<file path="src/rtl/seq_det_ctrl.sv">
// rtl/seq_det_ctrl.sv - run-controlled serial pattern detector with match counter and threshold halt (optional IRQ via SEQ_DET_IRQ_EN)
module seq_det_ctrl #(
    parameter int CNT_W = 8
) (
    input  logic             clk,
    input  logic             rst,
    input  logic             cfg_wr,
    input  logic [4:0]       cfg_pat,
    input  logic [2:0]       cfg_len,
    input  logic [CNT_W-1:0] cfg_thr,
    input  logic             start,
    input  logic             stop,
    input  logic             x,
    input  logic             x_valid,
    input  logic             irq_ack,
    output logic             match,
    output logic             busy,
    output logic [CNT_W-1:0] count,
    output logic             irq
);

    typedef enum logic [1:0] {
        IDLE = 2'd0,
        RUN  = 2'd1,
        HALT = 2'd2
    } state_t;

    state_t           state_q;
    logic [4:0]       pat_q;
    logic [2:0]       len_q;
    logic [CNT_W-1:0] thr_q;
    // Only the four most recent bits can take part in a match, so older history is not kept.
    logic [3:0]       hist_q;
    logic [2:0]       fill_q;
    logic [CNT_W-1:0] count_q;
    logic [CNT_W-1:0] count_d;
    logic [2:0]       len_d;
    logic [4:0]       len_mask;
    logic [4:0]       window;
    logic             irq_q;

    // Clamp the written length into 1..5 and derive the comparison mask for the stored length.
    always_comb begin
        len_d = cfg_len;
        if (cfg_len == 3'd0) begin
            len_d = 3'd1;
        end else if (cfg_len > 3'd5) begin
            len_d = 3'd5;
        end
        len_mask = 5'((6'd1 << len_q) - 6'd1);
        window   = {hist_q, x};
    end

    // Mealy match: current bit plus history against the pattern, once enough bits have arrived.
    always_comb begin
        match = (state_q == RUN) && x_valid &&
                (((window ^ pat_q) & len_mask) == 5'd0) &&
                (fill_q >= (len_q - 3'd1));
        count_d = (count_q == {CNT_W{1'b1}}) ? count_q : count_q + 1'b1;
    end

    // Run-control FSM together with configuration, history, fill count, match count and irq.
    always_ff @(posedge clk) begin
        if (rst) begin
            state_q <= IDLE;
            pat_q   <= 5'b11011;
            len_q   <= 3'd5;
            thr_q   <= '0;
            hist_q  <= '0;
            fill_q  <= '0;
            count_q <= '0;
            irq_q   <= 1'b0;
        end else begin
            case (state_q)
                IDLE: begin
                    if (cfg_wr) begin
                        pat_q <= cfg_pat;
                        len_q <= len_d;
                        thr_q <= cfg_thr;
                    end
                    if (start && !stop) begin
                        state_q <= RUN;
                        hist_q  <= '0;
                        fill_q  <= '0;
                        count_q <= '0;
                    end
                end
                RUN: begin
                    if (stop) begin
                        state_q <= IDLE;
                        irq_q   <= 1'b0;
                    end else if (x_valid) begin
                        hist_q <= {hist_q[2:0], x};
                        if (fill_q != 3'd5) begin
                            fill_q <= fill_q + 3'd1;
                        end
                        if (match) begin
                            count_q <= count_d;
                            if ((thr_q != '0) && (count_d == thr_q)) begin
                                state_q <= HALT;
`ifdef SEQ_DET_IRQ_EN
                                irq_q   <= 1'b1;
`endif
                            end
                        end
                    end
                end
                HALT: begin
                    if (stop) begin
                        state_q <= IDLE;
                        irq_q   <= 1'b0;
                    end
`ifdef SEQ_DET_IRQ_EN
                    else if (irq_ack) begin
                        state_q <= RUN;
                        count_q <= '0;
                        hist_q  <= '0;
                        fill_q  <= '0;
                        irq_q   <= 1'b0;
                    end
`endif
                end
                default: begin
                    state_q <= IDLE;
                end
            endcase
        end
    end

    assign busy  = (state_q != IDLE);
    assign count = count_q;

`ifdef SEQ_DET_IRQ_EN
    assign irq = irq_q;
`else
    logic unused_irq_ack;
    assign unused_irq_ack = irq_ack ^ irq_q;
    assign irq = 1'b0;
`endif

endmodule
</file>
<file path="config.mk">
export PLATFORM = sky130hd
export DESIGN_NAME = seq_det_ctrl
export DESIGN_NICKNAME = d
export VERILOG_FILES = /design/src/rtl/seq_det_ctrl.sv
export SDC_FILE = /design/constraint.sdc
export NUM_CORES = 1
export LEC_CHECK = 0
export ABC_AREA = 1
export BUFFER_PORTS_ARGS = -buffer_cell sky130_fd_sc_hd__buf_2
export CAP_MARGIN = 10
export CORE_MARGIN = 1.5
export CORE_UTILIZATION = 56
export CTS_CLUSTER_SIZE = 40
export DETAILED_ROUTE_END_ITERATION = 10
export GPL_TIMING_DRIVEN = 0
export PLACE_DENSITY = 0.79
export SYNTH_ARGS = -nofsm -noshare
export SYNTH_HDL_FRONTEND = slang
export SYNTH_SLANG_ARGS = --single-unit
export TNS_END_PERCENT = 100
</file>
<file path="constraint.sdc">
create_clock -name clk -period 2.62 [get_ports clk]
set_input_delay 0.131 -clock clk [delete_from_list [all_inputs] [get_ports clk]]
set_output_delay 0.131 -clock clk [all_outputs]
set_load 0.01 [all_outputs]
</file>
==> results of run 1 <==
[cell usage in the layout (no fill, tap or decap), types with 4 or more instances in the layout]
cell type / netlist / final
nand3_1: 35 / 35
nor2_1: 21 / 21
nor2_2: 4 / 4
xor2_1: 7 / 7
o21ai_0: 13 / 13
nand2_1: 75 / 75
ha_1: 12 / 12
dfxtp_1: 33 / 33
nand2_2: 8 / 8
a21oi_2: 8 / 8
clkbuf_8: 0 / 7
buf_2: 0 / 31
nor2_4: 4 / 4
clkbuf_1: 6 / 6
inv_1: 34 / 34
a21oi_1: 18 / 18
[kinds of logic after synthesis]
kind of cell	after synthesis	share of synthesized area [%]
AOI/OAI and AO/OA	49	14.8
other	1	0.172
adders and majority gates	12	6.90
DFF	33	30.3
xor gates and xnor gates	10	4.02
buffers and inverters	47	8.85
and+or+nand+nor	158	34.9
[worst paths after layout]
path / end / slack (ps) / depth (start not counted)
worst max-delay path: count[7]$_SDFFE_PP0P_ / 300 / 14
worst min-delay path: pat_q[3]$_SDFFE_PP1P_ / 40 / 3
worst max register to register: count[7]$_SDFFE_PP0P_ / 300 / 14
worst min register to register: thr_q[7]$_SDFFE_PP0P_ / 480 / 2
[synthesized netlist by cell type, types with 3 or more instances]
| cell type | number | share of area [%] |
|---|---|---|
| nand2_1 | 75 | 13 |
| nand3_1 | 35 | 8.0 |
| inv_1 | 34 | 5.9 |
| dfxtp_1 | 33 | 30 |
| nor2_1 | 21 | 3.6 |
| a21oi_1 | 18 | 4.1 |
| o21ai_0 | 13 | 3.0 |
| ha_1 | 12 | 6.9 |
| a21oi_2 | 8 | 3.2 |
| nand2_2 | 8 | 2.3 |
| xor2_1 | 7 | 2.8 |
| clkbuf_1 | 6 | 1.0 |
| nor2_2 | 4 | 1.1 |
| nor2_4 | 4 | 2.1 |
| nand2_4 | 3 | 1.6 |
| nand4_1 | 3 | 0.86 |
| o211ai_1 | 3 | 1.0 |
| xnor2_1 | 3 | 1.2 |
[state kept, by name, indices dropped and copies added (netlist names)]
signal and cells:
count 8, fill_q 3, hist_q 4, len_q 3, pat_q 5, state_q 2
thr_q 8
[area by class of cell]
type	instances	area (um^2)	area share, %
Sequential cell	33	661	26.5
Timing Repair Buffer	31	155	6.22
Tap cell	48	60.1	2.41
Clock inverter	1	5.00	0.201
Multi-Input combinational cell	230	1320	53.1
Inverter	39	151	6.07
Clock buffer	7	96.3	3.86
Buffer	8	41.3	1.66
[report_power, final]
part | internal [mW] | switching (mW)
Clock | 0.237 | 0.196
Sequential | 0.528 | 0.0232
Combinational | 0.0882 | 0.143
[worst register-to-register path: cells and delay by family (launching register included)]
family / cells / cell delay [ps]
simple gates: 6 / 480
fa+ha+maj: 2 / 540
xor+xnor: 1 / 120
flops: 1 / 360
buf+inv: 2 / 180
compound gates: 3 / 490
[per-layer routing]
metal / share of wire, % / wire (um) / up-vias / global-route usage, %
met5: 0 / 0 / - / 0
li1: - / - / 1073 / -
met1: 48 / 2280 / 928 / 34.9
met3: 5.7 / 272 / 7 / 5.99
met2: 45 / 2180 / 43 / 38.4
met4: 1.4 / 68 / 0 / 8.59
==> run_results.csv, run 1 <==
group,metric,value,unit
clock_tree,clkTransAtPathRegs,70,ps
synthesis,netlist_area,2180,um^2
clock_tree,root_buffer,"clkbuf_8",
pwr,finalPower,1.22,mW
synthesis,syn-num-nets,346,
die,io_pins,35,
timing,report.final.slew_viol_count,0,
global_route,grt.overflow.total,0,
critical_path,critPathMaxFanout,9,
global_route,grt_max_degree,11,
critical_path,cpMostUsedCell,"ha_1",
synthesis,ys.flop_type,"dfxtp_1",
critical_path,path_buf_inv,2,
timing,period_minus_slack,2320,ps
final_layout,post-route-util,67.6,%
die,dieWidth,65.4,um
pwr,p_per_area,488,nW/um^2
worst_hold_path,hp-start,"cfg_pat[3]",
global_route,grt_pass1_wl,8.32,mm
critical_path,crit_path_max_incr_delay,360,ps
critical_path,worstSetupStartpoint,"len_q[0]$_SDFFE_PP1P_",
timing,finalHoldViolations,0,
critical_path,cpLargestDelayFamily,"adder cells",
job,cap_violations,0,
timing,finalSetupViolCount,0,
synthesis,async_flop_share,0,%
clock_tree,cts_setup_buffers,0,
critical_path,end_kind,"flip-flop",
route,wl,4.80,mm
final_layout,num_antenna_cells,0,
final_layout,synthToLayoutAreaGrowth,14.5,%
timing,worst_hold_slack,35.7,ps
timing,worstMarginPinSlew,610,ps
critical_path,cp-start-kind,"flip-flop",
critical_path,r2r_start,"len_q[0]$_SDFFE_PP1P_",
global_route,grt_pass1_vias,1876,
route,postRouteAntennaNets,0,
timing,tns,0,ps
route,dr.first_iter.drc_count,117,
clock_tree,cts-resized-gates,0,
global_route,antenna_found_initial,0,
critical_path,cp_slowest_cell,"dfxtp_1",
final_layout,layout-drive-gt1-share,22.1,%
die,dieArea,4270,um^2
synthesis,syn_area_per_cell,7.02,um^2
critical_path,required,2780,ps
route,via_per_inst,5.17,
clock_tree,cts.sinks,33,
route,wl_per_cell,12.1,um
global_route,grt_usage,25.2,%
final_layout,stdcell_count,397,
synthesis,synth_edf_count,0,
clock_tree,clock_latency,290,ps
die,coreArea,3690,um^2
pwr,p_leak,1.20,nW
final_layout,fillers,340,
final_layout,fin_nets,384,
die,die_y,65.4,um
timing,timing.fmax,431,MHz
timing,slew_headroom,59.3,%
clock_tree,numCtsBuffers,5,
die,initial_core_util,59.0,%
timing,fin_crit_sh,88.6,%
placement,place_area,2390,um^2
run_status,status,"finished clean",
pwr,vdd.ir_drop.worst,0.302,mV
clock_tree,ctsHoldBuffers,0,
critical_path,worst-setup-path-type,"reg -> reg",
synthesis,synth_warnings,0,
synthesis,synth_cell_types,34,
timing,grt_setup_unrepaired,"no",
clock_tree,htree_levels,2,
die,rows,22,
critical_path,crit_arrival,2480,ps
route,drc,0,
placement,dp.final_hpwl,3.70,mm
placement,gp_congestion,0.852,
synthesis,yosysSeqAreaShare,30.3,%
critical_path,crit_chain,"inv_1 -> ha_1 -> xnor2_1 -> ha_1 -> a21oi_1 -> nand3_1 -> nand2_1 -> clkinv_1 -> nand3_2 -> nor2_4 -> o21bai_4 -> nor2_8 -> nand2_2 -> a21oi_2",
placement,pre_cts_slack,306,ps
final_layout,final_area,2490,um^2
clock_tree,cts_buffer_depth,2,
placement,portBuffers,31,
synthesis,synth_seq_cells,33,
worst_hold_path,hold_class,"in -> reg",
timing,clock_skew,4.58,ps
timing,worst_slack,299,ps
route,drtPass1Iterations,4,
route,num_vias,2051,
synthesis,postSynthCellCount,310,
placement,dp_cells,389,
clock_tree,cts_tree,"done",
Power figures use the tool's default switching activity.
==> run 2, diff against run 1 <==
Settings changed: PLACE_DENSITY 0.79 to unset, PLACE_DENSITY_LB_ADDON set to 0.15, RECOVER_POWER set to 100.
==> run_results.csv, run 2 (same netlist as run 1, synthesis figures left out) <==
group,metric,value,unit
run_status,status,"finished clean",
timing,period_minus_slack,2380,ps
critical_path,crit_arrival,2600,ps
pwr,p_switching,0.359,mW
final_layout,final_cell_mix,"80 x nand2_1, 36 x inv_1, 35 x nand3_1",
route,num_vias,2071,
route,wl_per_cell,12.0,um
route,drtPass1Iterations,6,
die,initial_core_util,59.0,%
clock_tree,ctsHoldBuffers,0,
global_route,antenna_found_initial,0,
clock_tree,htree_levels,2,
route,wl,4.77,mm
final_layout,synthToLayoutAreaGrowth,12.5,%
pwr,vdd.ir_drop.worst,0.353,mV
route,postRouteAntennaNets,0,
timing,clock_skew,4.94,ps
timing,worstMarginPinSlew,768,ps
worst_hold_path,hold_depth,3,
global_route,met1_usage,36.7,%
timing,grt_setup_unrepaired,"no",
critical_path,cpLargestDelayFamily,"simple AND/OR/NAND/NOR gates",
clock_tree,cts.sinks,33,
final_layout,multi_input_area,1280,um^2
global_route,grt_max_degree,12,
clock_tree,clock_latency,290,ps
timing,worst_slack,240,ps
clock_tree,clkTransAtPathRegs,70,ps
placement,pre_cts_slack,261,ps
clock_tree,cts-resized-gates,0,
die,rows,22,
timing,report.final.slew_viol_count,0,
final_layout,layout-drive-gt1-share,16.0,%
global_route,use_met2,36.2,%
pwr,p_leak,1.16,nW
pwr,p_int,0.923,mW
timing,slew_headroom,48.6,%
final_layout,num_antenna_cells,0,
critical_path,critPathMaxFanout,9,
die,coreArea,3690,um^2
timing,finalSetupViolCount,0,
critical_path,crit_path_max_incr_delay,380,ps
pwr,comb_power_share,17.4,%
final_layout,fin_nets,384,
clock_tree,cts_buffer_depth,2,
critical_path,cp_slowest_cell,"dfxtp_1",
global_route,grt_pass1_wl,8.14,mm
critical_path,path_buf_inv,2,
global_route,grtUsageMet3,5.65,%
route,dr.first_iter.drc_count,137,
final_layout,fillers,368,
timing,timing.fmax,420,MHz
critical_path,worst-setup-path-type,"reg -> reg",
die,dieWidth,65.4,um
pwr,seqPwrFrac,43.0,%
placement,gp_congestion,0.837,
die,dieArea,4270,um^2
worst_hold_path,hold_class,"in -> reg",
critical_path,end_kind,"flip-flop",
critical_path,crit_cells,14,
clock_tree,root_buffer,"clkbuf_8",
die,die_y,65.4,um
clock_tree,numCtsBuffers,5,
die,io_pins,35,
global_route,grt.overflow.total,0,
global_route,grt_usage,25.1,%
critical_path,cp-start-kind,"flip-flop",
global_route,grt_pass1_vias,1766,
timing,tns,0,ps
global_route,grt-busiest-layer,"met1",
critical_path,crit_chain,"inv_1 -> ha_1 -> xnor2_1 -> ha_1 -> nand3_1 -> nand3_1 -> nand2_1 -> clkinv_1 -> nand3_2 -> nor2_2 -> o21bai_4 -> nor2_8 -> nand2_1 -> a21oi_2",
final_layout,seq_area,661,um^2
timing,finalHoldViolations,0,
clock_tree,cts_setup_buffers,0,
critical_path,required,2840,ps
final_layout,final_common_cell,"nand2_1",
clock_tree,cts_tree,"done",
placement,portBuffers,31,
pwr,p_per_area,523,nW/um^2
critical_path,reg2reg_depth,14,
route,drc,0,
pwr,power.share.clock,39.6,%
final_layout,post-route-util,66.4,%
pwr,switching_share,28.0,%
route,via_per_inst,5.22,
timing,fin_crit_sh,90.8,%
job,cap_violations,0,
placement,dp.final_hpwl,3.69,mm
## run 2: changes by cell type in the layout (fill, tap and decap cells not counted), moves of 2 or more
cell / delta
clkbuf_1: +9
nor2_1: +2
nor2_4: -2
inv_2: -2
nand2_2: -5
a21oi_2: -2
nand2_1: +5
a21oi_1: +3
inv_1: +2
buf_2: -9
## run 2: final timing paths
path	startpoint	end	slack, ps
hold / removal	cfg_pat[4]	pat_q[4]$_SDFFE_PP1P_	40
setup reg to reg	len_q[0]$_SDFFE_PP1P_	count[7]$_SDFFE_PP0P_	240
setup / recovery	len_q[0]$_SDFFE_PP1P_	count[7]$_SDFFE_PP0P_	240
hold reg to reg	thr_q[7]$_SDFFE_PP0P_	thr_q[7]$_SDFFE_PP0P_	490
## run 2: per-stage QoR
stage	cells	total power [mW]	hold WS (ps)	instance area, um^2
after global placement	389	0.784	328	2390
after global routing	397	1.34	47.9	2450
after detailed placement	389	0.791	332	2390
after floorplan	310	0.732	244	2180
after CTS	397	1.30	26.7	2510
final	397	1.28	36.3	2450
## run 2: worst min-delay path, cell delays in order
cell and delay [ps]:
buf_2 70, nand2_1 40, nand3_1 50
## run 2: power by group through the flow
stage	clock network, mW	logic (mW)	registers [mW]
after floorplan	0	0.176	0.556
after global placement	0	0.223	0.562
after detailed placement	0	0.228	0.563
after CTS	0.515	0.230	0.551
after global routing	0.533	0.255	0.554
final	0.507	0.223	0.551
## run 2: per-layer routing
| layer | vias up | routed length, um |
|---|---|---|
| met5 | - | 0 |
| met4 | 0 | 64 |
| met3 | 6 | 266 |
| met2 | 52 | 2040 |
| met1 | 938 | 2400 |
| li1 | 1075 | - |
## run 2: area by class of cell
class	count	area share (%)
flip-flops and latches	33	27.0
multi-input cells	230	52.2
plain buffers	8	1.43
repair buffers	31	5.88
clock inverters	2	1.53
inverters	39	6.18
well taps	48	2.45
clock buffers	6	3.37
